[config.mk]
export PLATFORM = sky130hd
export DESIGN_NAME = adc_frame_align
export DESIGN_NICKNAME = d
export VERILOG_FILES = /design/src/rtl/adc_frame_align.sv
export SDC_FILE = /design/constraint.sdc
export NUM_CORES = 1
export LEC_CHECK = 0
export BUFFER_PORTS_ARGS = -buffer_cell sky130_fd_sc_hd__buf_2
export CAP_MARGIN = 0
export CORE_MARGIN = 2
export CORE_UTILIZATION = 45
export CTS_CLUSTER_DIAMETER = 100
export DETAILED_ROUTE_END_ITERATION = 16
export PLACE_DENSITY_LB_ADDON = 0.15
export SLEW_MARGIN = 20
export SYNTH_ARGS = -nofsm -noshare
export SYNTH_HDL_FRONTEND = slang
export SYNTH_SLANG_ARGS = --single-unit
[constraint.sdc]
create_clock -name clk -period 3.4 [get_ports clk]
set_input_delay 0.51 -clock clk [delete_from_list [all_inputs] [get_ports clk]]
set_output_delay 0.51 -clock clk [all_outputs]
set_load 0.05 [all_outputs]
[src/rtl/adc_frame_align.sv]
// Frame-lane bitslip alignment and 16-bit sample assembly for ADC LVDS lanes.
// Ports: clk, rst_n (async low); frame_q/data_a/data_b in; bitslip, locked,
//   sample, sample_valid, slip_count, err_count out.
// Macro ADC_ALIGN_ERRCNT_EN enables err_count; otherwise it reads 8'h00.
module adc_frame_align #(
  parameter logic [7:0]  PATTERN    = 8'hF0,
  parameter int unsigned SLIP_WAIT  = 4,
  parameter int unsigned LOCK_COUNT = 16,
  parameter int unsigned MISS_MAX   = 2
) (
  input  logic        clk,
  input  logic        rst_n,
  input  logic [7:0]  frame_q,
  input  logic [7:0]  data_a,
  input  logic [7:0]  data_b,
  output logic        bitslip,
  output logic        locked,
  output logic [15:0] sample,
  output logic        sample_valid,
  output logic [2:0]  slip_count,
  output logic [7:0]  err_count
);

  typedef enum logic [2:0] {
    S_SEARCH,
    S_SLIP,
    S_WAIT,
    S_VERIFY,
    S_LOCKED
  } state_t;

  localparam logic [3:0] WAIT_LAST = 4'(SLIP_WAIT - 1);
  localparam logic [7:0] LOCK_LAST = 8'(LOCK_COUNT - 1);
  localparam logic [3:0] MISS_LAST = 4'(MISS_MAX - 1);

  state_t      state_q;
  logic [3:0]  wait_cnt_q;
  logic [7:0]  match_cnt_q;
  logic [3:0]  miss_cnt_q;
  logic        bitslip_q;
  logic        locked_q;
  logic [15:0] sample_q;
  logic        valid_q;
  logic [2:0]  slip_cnt_q;
  logic        match;

  assign match = (frame_q == PATTERN);

  always_ff @(posedge clk or negedge rst_n) begin
    if (!rst_n) begin
      state_q     <= S_SEARCH;
      wait_cnt_q  <= '0;
      match_cnt_q <= '0;
      miss_cnt_q  <= '0;
      bitslip_q   <= 1'b0;
      locked_q    <= 1'b0;
      sample_q    <= '0;
      valid_q     <= 1'b0;
      slip_cnt_q  <= '0;
    end else begin
      bitslip_q <= 1'b0;
      valid_q   <= 1'b0;
      unique case (state_q)
        S_SEARCH: begin
          if (match) begin
            state_q     <= S_VERIFY;
            match_cnt_q <= 8'd1;
          end else begin
            state_q    <= S_SLIP;
            bitslip_q  <= 1'b1;
            slip_cnt_q <= slip_cnt_q + 3'd1;
          end
        end
        S_SLIP: begin
          state_q    <= S_WAIT;
          wait_cnt_q <= '0;
        end
        // Deserializer output is unsettled here; frame_q is not examined.
        S_WAIT: begin
          if (wait_cnt_q == WAIT_LAST) begin
            state_q <= S_SEARCH;
          end else begin
            wait_cnt_q <= wait_cnt_q + 4'd1;
          end
        end
        S_VERIFY: begin
          if (match) begin
            match_cnt_q <= match_cnt_q + 8'd1;
            if (match_cnt_q == LOCK_LAST) begin
              state_q    <= S_LOCKED;
              locked_q   <= 1'b1;
              miss_cnt_q <= '0;
            end
          end else begin
            state_q     <= S_SLIP;
            match_cnt_q <= '0;
            bitslip_q   <= 1'b1;
            slip_cnt_q  <= slip_cnt_q + 3'd1;
          end
        end
        S_LOCKED: begin
          if (match) begin
            miss_cnt_q <= '0;
            sample_q   <= {data_a, data_b};
            valid_q    <= 1'b1;
          end else if (miss_cnt_q == MISS_LAST) begin
            // Drop back to a plain search; the search itself decides
            // whether a slip is needed.
            state_q    <= S_SEARCH;
            locked_q   <= 1'b0;
            miss_cnt_q <= '0;
          end else begin
            miss_cnt_q <= miss_cnt_q + 4'd1;
          end
        end
        default: begin
          state_q  <= S_SEARCH;
          locked_q <= 1'b0;
        end
      endcase
    end
  end

`ifdef ADC_ALIGN_ERRCNT_EN
  logic [7:0] err_cnt_q;

  always_ff @(posedge clk or negedge rst_n) begin
    if (!rst_n) begin
      err_cnt_q <= '0;
    end else if (state_q == S_LOCKED && !match
                 && err_cnt_q != 8'hFF) begin
      err_cnt_q <= err_cnt_q + 8'd1;
    end
  end

  assign err_count = err_cnt_q;
`else
  assign err_count = 8'h00;
`endif

  assign bitslip      = bitslip_q;
  assign locked       = locked_q;
  assign sample       = sample_q;
  assign sample_valid = valid_q;
  assign slip_count   = slip_cnt_q;

endmodule

Yosys cells after proc, flatten, opt, wreduce, memory -nomap -nowiden
Index checks and enable logic that the tools add are counted.
- logic and storage cells: 70
- latch bits: 0
- RAM bits: 0
- memories kept: 0
- bits in registers: 41
- output and inout port bits: 30
- memory bits (read-only): 0
- multiplexer cells: 26
- reductions and logical operators: 13
- eq/ne operators: 16
- order comparisons: 0
- divide/modulo/power cells: 0
- shift operators: 0
- $add $sub $neg: 4
- bitwise operators: 2
- multiply operators: 0
- operators by type and width (cell ; number):
    4-bit two-way mux ; 5
    8-bit two-way mux ; 2
    4-bit one-hot mux with 2 select lines ; 2
    8-bit one-hot mux with 2 select lines ; 1
    3-bit two-way mux ; 5
    3-bit one-hot mux with 5 select lines ; 1
    2-bit inequality test, second input constant ; 7
    4-bit by 1-bit adder with 4-bit output, second input constant ; 2
    8-bit by 1-bit adder with 8-bit output, second input constant ; 1
    8-bit by 4-bit == test with 1-bit output, second input constant ; 1
    8-bit == test, second input constant ; 1
    1-bit two-way mux ; 8
    2-bit AND reduction ; 4
    3-bit by 2-bit == test with 1-bit output, second input constant ; 2
    2-bit nonzero test ; 3
    5-bit AND reduction ; 1
    4-bit by 1-bit == test with 1-bit output, second input constant ; 1
    4-bit by 2-bit == test with 1-bit output, second input constant ; 1
    4-bit AND reduction ; 1
    3-bit by 1-bit adder with 3-bit output, second input constant ; 1
    3-bit by 1-bit == test with 1-bit output, second input constant ; 1
    3-bit == test, second input constant ; 1
    3-bit zero test ; 1
    3-bit inequality test, second input constant ; 1
    6 further kinds ; 7

Logic depth before layout (Yosys ltp)
- depth in word-level cells: 4
- mapped depth: 6
- mapped depth without buffers: 5

Worst setup path after synthesis
No wires, ideal clock.
- kind: input to register
- from: input frame_q[1]
- to: register sample_q[10], in the netlist sample[10]
- setup time: 0.127 ns
- arrival time: 1.703 ns
- slack: 1.570 ns
- stages: 5
- buffers on the path: 1
- cells stage by stage: nor4_4 nand2_2 nor2_4 buf_6 mux2_1
- word-level cells in the longest chain between the ends: 2
- RTL lines (what ; RTL line ; text):
    start, declared ; 13 ; input logic [7:0] frame_q,
    8-bit == test ; 47 ; assign match = (frame_q == PATTERN);
    2-bit AND reduction (no line) ; n/a ;
    end signal, assigned ; 104 ; sample_q <= {data_a, data_b};
    end, declared ; 42 ; logic [15:0] sample_q;
No other way between the ends.
A chain may end at the register's enable or synchronous reset.

Final worst setup path
- from: input frame_q[1]
- to: register sample_q[0], in the netlist sample[0]
Same word-level chain as after synthesis.

==> results.yml <==
global_routing:
  grt_remaining_overflow: 0
  grt-busiest-layer: "met2"
  grt_pass1_wl_um: 6290
  met2_usage_pct: 24.5
  grt_max_degree: 42
  grtUsageMet1_pct: 21.7
  grt_usage_pct: 16.2
  grt_use_met3_pct: 4.84
  antenna_found_initial: 0
  first_global_vias: 1389
status:
  status: "finished, final reports clean"
critical_path:
  critPathArrivalTime_ps: 2040
  cp-start-kind: "input port"
  endpoint_kind: "flip-flop"
  crit_fanout: 17
  critPathRequiredTime_ps: 3580
  crit_type: "in -> reg"
synthesis:
  ys_seq_area_share_pct: 51.5
  synth-simple-area-share_pct: 18.3
  syn_area_per_cell_um2: 11.3
  yosysMostFrequentCell: "dfrtp_1"
  synth-seq-cells: 41
  yosys.area.top_type_share_pct: 51.5
  synthAdderAreaFrac_pct: 1.88
  synth_compound_area_share_pct: 10.4
  synth_area_leaders: "dfrtp_1 52%, mux2_1 5.1%, mux2_2 5.1%, buf_4 3.0%, nand2_1 2.8%"
  muxShareOfSynthArea_pct: 11.2
  synth-edff-count: 0
  async_flop_share_pct: 100
  synth_xor_area_share_pct: 2.20
  synth_top_family_by_area: "simple AND/OR/NAND/NOR gates"
  ys.warnings.count: 0
  synth_cell_types: 47
  synthCells: 177
  syn_area_um2: 1990
  ys_top_cells_by_count: "41 x dfrtp_1, 15 x nand2_1, 12 x nor2_1"
  yosysTopAreaCell: "dfrtp_1"
  dominantRegCellSynth: "dfrtp_1"
floorplan:
  rows: 24
  pin_count: 56
  core_area_um2: 4290
  die-area_um2: 4970
  fp.dieH_um: 70.5
  initial_core_util_pct: 46.4
  chipWidth_um: 70.5
job:
  cap_violations: 0
worst_hold_path:
  min_path_type: "in -> async"
placed_design:
  hpwl_um: 2600
  place_congestion: 0.765
  io_buffer_count: 47
  dp.cells: 271
sta:
  worstMarginPinSlew_ps: 895
  hold_viol_final: 0
  tns_ps: 0
  report.final.slew_viol_count: 0
  clock_skew_ps: 5.78
  post-route-period-util_pct: 54.7
  relSlewSlack_pct: 40.4
  min_period_ps: 1860
  setup_viol: 0
  rsz0062_at_grt: "false"
  max_freq_ghz: 0.537
power:
  p_leak_nw: 1.17
  power_density_nw_per_um2: 581
  ir_drop_mv: 0.294
  total_power_w: 0.00137
clocking:
  clkTransAtPathRegs_ps: 80
  ctsHoldBuffers: 0
  clk_latency_ps: 290
  clockBufferDepth: 2
  htree_levels: 2
  cts_root_buf: "clkbuf_8"
  clock-sinks: 41
  cts_tree: "built"
  post-cts-setup-buffers: 0
  cts_made_buffers: 5
  cts_repair_resize_count: 0
detailed_routing:
  drc: 0
  viasPerCell: 5.23
  dr_total_vias: 1459
  drtPass1Iterations: 4
  antenna_left: 0
  drt_iter0_markers: 55
  wl_per_cell_um: 13.1
  wl_um: 3650
final_layout:
  num-fill-cells: 385
  fin_cells: 279
  layout.nets: 255
  drive_above_1_share_pct: 30.8
  diodes: 0
  synthToLayoutAreaGrowth_pct: 18.1
  seqCellArea_um2: 1030
  multi_input_area_um2: 906
-- final cells by class --
type                            count  area share [%]
Clock buffer                        7            3.67
Clock inverter                      1            1.28
Inverter                            1           0.160
Multi-Input combinational cell    130            38.5
Sequential cell                    41            43.6
Tap cell                           52            2.77
Timing Repair Buffer               47            10.0
-- worst max-delay path, cell delays in order --
cell and delay [ps]:
buf_2 120, nor4_4 410, nand2_2 180, nor2_4 410
mux2_2 390
-- layout by cell type (no fill, tap or decap), types with 3 or more instances in the layout --
cell / instances
xor2_1: 3
nor3_1: 4
nor4_1: 3
mux2_2: 9
a21oi_1: 3
nand2b_1: 3
nand2_1: 15
dfrtp_1: 41
ha_1: 3
and2_1: 3
mux2_1: 9
clkbuf_8: 6
nand3_1: 6
o21ai_0: 11
nor2_1: 12
conb_1: 8
buf_2: 47
-- sequential cells by signal (all words and copies together) (netlist names) --
register and cells:
miss_cnt_q 4, state_q 3, wait_cnt_q 4, slip_count 3, sample_valid 1, sample 16, bitslip 1, match_cnt_q 8
locked 1
-- kinds of logic (layout without fill, tap and decap cells) --
logic type,Yosys count,in the layout
other,1,8
buffers and inverters,13,56
AND/OR/NAND/NOR,64,64
adder cells (fa/ha/maj),3,3
multiplexers,20,20
XOR/XNOR,5,5
AO/OA/AOI/OAI,30,30
flip-flops,41,41
-- report_power, final --
part	internal, W	switching, W
logic	0.000129	0.000239
registers	0.000538	0.0000559
clock network	0.000239	0.000165
total	0.000906	0.000460
-- final timing paths --
path / start / end / slack, ps / cells after the start
min: rst_n / match_cnt_q[4] / 340 / 1
max in group asynchronous: rst_n / sample[5] / 2500 / 1
min in group clk: data_b[7] / sample[7] / 430 / 2
min reg2reg: slip_count[2] / slip_count[2] / 470 / 1
max: frame_q[1] / sample[0] / 1540 / 5
max reg2reg: state_q[1] / slip_count[1] / 1610 / 3
-- per-layer routing --
layer  up-vias  routed length, µm  part of all wire [%]
li1        726                  -                     -
met1       694               1770                    49
met2        34               1640                    45
met3         5                168                   4.6
met4         0                 63                   1.7
met5         -                  0                     0
-- metrics by stage --
| stage | cell area, µm² | util [%] | hold slack, ps | setup WS (ps) |
|---|---|---|---|---|
| 4_1_cts | 2350 | 54.8 | 384 | 1530 |
| 6_report | 2350 | 54.8 | 336 | 1540 |
| 3_5_place_dp | 2240 | 52.1 | 462 | 1220 |
| 2_1_floorplan | 2020 | - | 214 | 1570 |
| 3_3_place_gp | 2240 | 52.1 | 460 | 1240 |
| 5_1_grt | 2350 | 54.8 | 417 | 1420 |
Note: power is estimated with default switching activity, not from simulation.
